File: src/rtl/part_2_xfer_sched.sv
// Fringe-channel transfer scheduler: turns mission-clock rising edges into pending
// transfers, grants them round-robin onto one put/get port, freezes stalled channels.
module part_2_xfer_sched #(
  parameter int N_CH     = 4,
  parameter int DW       = 9,
  parameter int CW       = $clog2(N_CH),
  parameter int WD_LIMIT = 10000
) (
  input  logic                 clk_i,
  input  logic                 rst_i,
  input  logic [N_CH-1:0]      clk_h_i,
  input  logic                 put_en_i,
  input  logic                 get_en_i,
  input  logic [N_CH*DW-1:0]   tx_data_i,
  output logic                 put_req_o,
  output logic [CW-1:0]        put_ch_o,
  output logic [DW-1:0]        put_data_o,
  input  logic                 put_ack_i,
  output logic                 get_req_o,
  output logic [CW-1:0]        get_ch_o,
  input  logic                 get_ack_i,
  input  logic                 get_valid_i,
  input  logic [DW-1:0]        get_data_i,
  output logic [N_CH-1:0]      rx_valid_o,
  output logic [N_CH*DW-1:0]   rx_data_o,
  output logic [N_CH-1:0]      freeze_clk_o,
  output logic [N_CH-1:0]      ovr_o,
  output logic                 wd_err_o,
  output logic                 busy_o
);

  localparam logic [1:0] S_IDLE = 2'd0;
  localparam logic [1:0] S_PUT  = 2'd1;
  localparam logic [1:0] S_GET  = 2'd2;
  localparam logic [1:0] S_ERR  = 2'd3;

  logic [1:0]         r_state;
  logic [N_CH-1:0]    r_clk_h_d;
  logic [N_CH-1:0]    r_pending;
  logic [CW-1:0]      r_last_gnt;
  logic [CW-1:0]      r_gnt;
  logic [DW-1:0]      r_put_data;
  logic [31:0]        r_wd;
  logic [N_CH-1:0]    r_rx_valid;
  logic [N_CH*DW-1:0] r_rx_data;
  logic [N_CH-1:0]    r_freeze;
  logic [N_CH-1:0]    r_ovr;
  logic               r_wd_err;

  logic [N_CH-1:0]    w_rise;
  logic [N_CH-1:0]    w_clr;
  logic [CW-1:0]      w_cand [N_CH];
  logic [CW-1:0]      w_gnt_ch;
  logic               w_any;
  logic               w_done;
  logic               w_drop;

  assign w_rise = clk_h_i & ~r_clk_h_d;

  // Candidate i is the channel i+1 places after the last grant, so the first hit wins.
  always_comb begin
    w_any    = 1'b0;
    w_gnt_ch = '0;
    for (int unsigned i = 0; i < N_CH; i++) begin
      w_cand[i] = CW'((32'(r_last_gnt) + i + 1) % N_CH);
    end
    for (int unsigned i = 0; i < N_CH; i++) begin
      if (!w_any && r_pending[w_cand[i]]) begin
        w_any    = 1'b1;
        w_gnt_ch = w_cand[i];
      end
    end
  end

  assign w_done = ((r_state == S_PUT) && put_ack_i && !get_en_i) ||
                  ((r_state == S_GET) && get_ack_i && get_valid_i);
  assign w_drop = (r_state == S_IDLE) && w_any && !put_en_i && !get_en_i;

  always_comb begin
    w_clr = '0;
    if (w_done) w_clr[r_gnt]    = 1'b1;
    if (w_drop) w_clr[w_gnt_ch] = 1'b1;
  end

  always_ff @(posedge clk_i) begin
    if (rst_i) begin
      r_state    <= S_IDLE;
      r_clk_h_d  <= '0;
      r_pending  <= '0;
      r_last_gnt <= CW'(N_CH - 1);
      r_gnt      <= '0;
      r_put_data <= '0;
      r_wd       <= '0;
      r_rx_valid <= '0;
      r_rx_data  <= '0;
      r_freeze   <= '0;
      r_ovr      <= '0;
      r_wd_err   <= 1'b0;
    end else begin
      r_clk_h_d  <= clk_h_i;
      // A new edge on the completing channel re-arms it instead of counting as overrun.
      r_pending  <= (r_pending & ~w_clr) | w_rise;
      r_ovr      <= r_ovr | (w_rise & r_pending & ~w_clr);
      r_rx_valid <= '0;
      if (w_done) begin
        r_last_gnt <= r_gnt;
        r_wd       <= '0;
      end
      case (r_state)
        S_IDLE: begin
          if (w_any && (put_en_i || get_en_i)) begin
            r_gnt      <= w_gnt_ch;
            r_put_data <= tx_data_i[int'(w_gnt_ch)*DW +: DW];
            if (put_en_i) begin
              r_state <= S_PUT;
            end else begin
              r_state <= S_GET;
              r_wd    <= '0;
            end
          end
        end
        S_PUT: begin
          if (put_ack_i) begin
            if (get_en_i) begin
              r_state <= S_GET;
              r_wd    <= '0;
            end else begin
              r_state <= S_IDLE;
            end
          end
        end
        S_GET: begin
          if (get_ack_i && get_valid_i) begin
            r_rx_data[int'(r_gnt)*DW +: DW] <= get_data_i;
            r_rx_valid[r_gnt] <= 1'b1;
            r_freeze[r_gnt]   <= 1'b0;
            r_state           <= S_IDLE;
          end else begin
            if (get_ack_i) r_freeze[r_gnt] <= 1'b1;
            if (r_wd >= 32'(WD_LIMIT - 1)) begin
              r_state  <= S_ERR;
              r_freeze <= '1;
              r_wd_err <= 1'b1;
            end else begin
              r_wd <= r_wd + 32'd1;
            end
          end
        end
        default: begin
          r_freeze <= '1;
          r_wd_err <= 1'b1;
        end
      endcase
    end
  end

  assign put_req_o    = (r_state == S_PUT);
  assign get_req_o    = (r_state == S_GET);
  assign put_ch_o     = r_gnt;
  assign get_ch_o     = r_gnt;
  assign put_data_o   = r_put_data;
  assign rx_valid_o   = r_rx_valid;
  assign rx_data_o    = r_rx_data;
  assign freeze_clk_o = r_freeze;
  assign ovr_o        = r_ovr;
  assign wd_err_o     = r_wd_err;
  assign busy_o       = (r_state != S_IDLE);

endmodule

File: config.mk
export PLATFORM = sky130hd
export DESIGN_NAME = part_2_xfer_sched
export DESIGN_NICKNAME = d
export VERILOG_FILES = /design/src/rtl/part_2_xfer_sched.sv
export SDC_FILE = /design/constraint.sdc
export NUM_CORES = 1
export LEC_CHECK = 0
export ABC_AREA = 1
export BUFFER_PORTS_ARGS = -buffer_cell sky130_fd_sc_hd__buf_2
export CAP_MARGIN = 20
export CORE_ASPECT_RATIO = 1.1
export CORE_MARGIN = 2
export CORE_UTILIZATION = 35
export CTS_BUF_LIST = sky130_fd_sc_hd__clkbuf_4
export CTS_CLUSTER_DIAMETER = 100
export DETAILED_ROUTE_END_ITERATION = 7
export PLACE_DENSITY = 0.68
export SLEW_MARGIN = 20
export SYNTH_ARGS = -nofsm -noshare
export SYNTH_HDL_FRONTEND = slang
export SYNTH_SLANG_ARGS = --single-unit
File: constraint.sdc
create_clock -name clk_i -period 2.3 [get_ports clk_i]
set_input_delay 0.115 -clock clk_i [delete_from_list [all_inputs] [get_ports clk_i]]
set_output_delay 0.115 -clock clk_i [all_outputs]
set_load 0.05 [all_outputs]
==> impl_metrics.toml <==
[die]
coreArea_sq_um = 15100
die-area_sq_um = 16400
fp.dieW_microns = 122
ios = 121
initial_core_util = 0.359
die_h_microns = 134
rows = 47

[setup_path]
crit_path_end_kind = "flip-flop"
regToRegSetupSlack_ps = 210
rr_worst_depth = 13
regToRegEndpoint = "r_wd[13]"
rr_startpoint = "r_state[0]"
arrival_ps = 2510
startpoint = "r_state[0]"
cp_max_fo = 19
required_ps = 2710
critPathLaunchType = "flip-flop"
path_class = "flip-flop to flip-flop"
endpoint = "r_wd[13]"

[synth]
synth-edff-count = 0
synth_area_leaders = "dfxtp_1 39%, nand2_1 12%, a21oi_1 7.4%"
synth-main-ff-cell = "dfxtp_1"
async_flop_share = 0
syn_inst = 766
synth.ff_latch_count = 104
ys_seq_area_frac = 0.386
yosysTopAreaCell = "dfxtp_1"
yosys.cell_types.count = 35
syn_avg_cell_area_sq_um = 7.05
synthesis.nets = 835
yosys_warnings = 0
netlist_area_sq_um = 5400
yosys.area.top_type_share = 0.386

[timing]
hold_slack_ps = 27.2
report.final.slew_viol_count = 0
period_minus_slack_ps = 2090
fin_tns_setup_ps = 0
max_slew_margin = 0.455
worst_pin_slew_ps = 818
final.setup_skew_ps = 21.0
rsz0062_at_grt = "false"
hold_viol_final = 0
final-setup-viol-count = 0
period_share = 0.909
max_freq_mhz = 478

[power]
leakage_uw = 0.00297
ir_worst_vdd_uv = 586
finalPower_uw = 6720
p_per_area_nw_per_um2 = 1020

[placed_design]
gp_congestion = 0.865
placed_cells = 1067
io_buffers = 120
dp_hpwl_microns = 10700

[routing]
drcViolationCount = 0
dr_wl_met3_microns = 1010
drtIter0Drc = 283
dr.pass1.iters = 5
wl_per_cell_microns = 13.6
top_layer_used = "met4"
met1_length_microns = 6940
drt_wl_total_microns = 15100
num_vias = 5512
ant_nets = 0
wl_met2_microns = 6960
vias_per_cell = 4.97

[cts]
numCtsBuffers = 9
insertion_delay_ps = 480
clk_path_buf_depth = 2
cts_root_buf = "clkbuf_4"
cts_max_level = 3
clk_pin_slew_ps = 160
cts_tree = "built"
cts.sinks = 104

[flow_run]
cap_viol_max_count = 0

[layout]
diodes = 0
layout_common_cells = "168 x nand2_1, 120 x buf_2, 101 x dfxtp_1, 85 x nor2_1, 80 x a21oi_1"
nets = 977
drive_gt1_frac = 0.223
final_common_cell = "nand2_1"
area_growth_pct = 22.3
fin_cells = 1109

[global_route]
antenna_found_initial = 0
overflow = 0
grt_util_all_layers = 0.186
grt_pass1_vias = 4963
grt_pass1_wl_microns = 24600
grt_max_degree = 75

[worst_hold_path]
hp-class = "primary input to flip-flop"

[run_status]
outcome = "finished, final reports clean"
## how the worst min path moves through the flow
stage                  startpoint            end  slack [ps]  cells after the start
detailed placement     clk_h_i[1]   r_clk_h_d[1]         340                      3
CTS                  tx_data_i[8]  put_data_o[8]           4                      5
floorplan              clk_h_i[0]   r_clk_h_d[0]         240                      2
global route        tx_data_i[34]  put_data_o[7]          40                      7
global placement       clk_h_i[1]   r_clk_h_d[1]         330                      3
finish              tx_data_i[32]  put_data_o[5]          30                      5
## power by group
group,leakage (uW),switching [uW],internal (uW),total (uW)
Sequential,0.000845,139,2010,2150
Combinational,0.00204,2580,983,3560
Clock,0.0000833,649,360,1010
## layout make-up
type / count / area (sq um)
tap: 196 / 245
timing repair buffer: 166 / 1010
clock inverter: 6 / 72.6
sequential: 104 / 2090
inverter: 77 / 294
multi-input combinational: 550 / 2820
clock buffer: 10 / 75.1
fill: 1592 / 8450
## per-stage QoR
step / cell area [sq um] / util / worst slack, ps
after floorplan: 5400 / - / 5.46
after global placement: 6200 / 0.412 / 165
after detailed placement: 6200 / 0.412 / 156
after CTS: 6600 / 0.439 / 132
after global routing: 6610 / 0.439 / 55.0
final: 6610 / 0.439 / 209
## flip-flops by register name, summed over array words and instances, names as in the netlist
name and cells:
rx_data_o 36, r_state 2, r_wd 32, ovr_o 4
rx_valid_o 4, r_clk_h_d 4, put_data_o 9, wd_err_o 1
r_pending 4, freeze_clk_o 4, get_ch_o 2, r_last_gnt 2
## per-layer routing
layer	vias to the layer above	GRT usage
met5	-	0
met4	0	0.0511
met3	11	0.0417
met2	164	0.303
met1	2509	0.247
li1	2828	-
## critical path: stages, from the launching register on
cell     delay (ps)
dfxtp_1         390
inv_1            90
ha_2            200
inv_2           120
nor2_1           80
inv_1           130
o31ai_1          90
buf_4           190
inv_2            50
buf_4           230
nand2_4         130
inv_2           130
nand2_1          70
a21oi_1         110
## synthesized netlist by cell type (2+ instances only)
library cell and instances:
nand2_1 168, dfxtp_1 104, nor2_1 85, a21oi_1 80, nand3_1 67, inv_1 62
nand4_1 38, o21ai_0 34, clkbuf_1 17, ha_1 13, nand2_2 10, a311oi_1 9
inv_2 8, buf_6 7, nand2_4 7, clkinv_1 6, nor3_2 6, o21bai_1 5
buf_2 4, buf_4 4, nand3_2 4, nor3_1 4, buf_1 3, o21a_1 3
o21ai_1 3, a31oi_1 2, nand3_4 2, nor2_8 2, nor4_1 2, or2_2 2
## cell families (layout without fill, tap and decap cells)
family          count (synthesis)  after routing  synth area share
buf+inv                       112            259            0.0922
flops                         104            104             0.386
compound gates                139            139             0.141
fa+ha+maj                      13             13            0.0301
simple gates                  398            398             0.351
## what timing repair did
item | CTS | global route
gates resized for setup | 0 | 1
endpoints found under the setup margin | 0 | 16
hold buffers | 26 | 0
buffers inserted | 0 | 0
hold endpoints to repair | 49 | 0
Power figures use the tool's default switching activity.
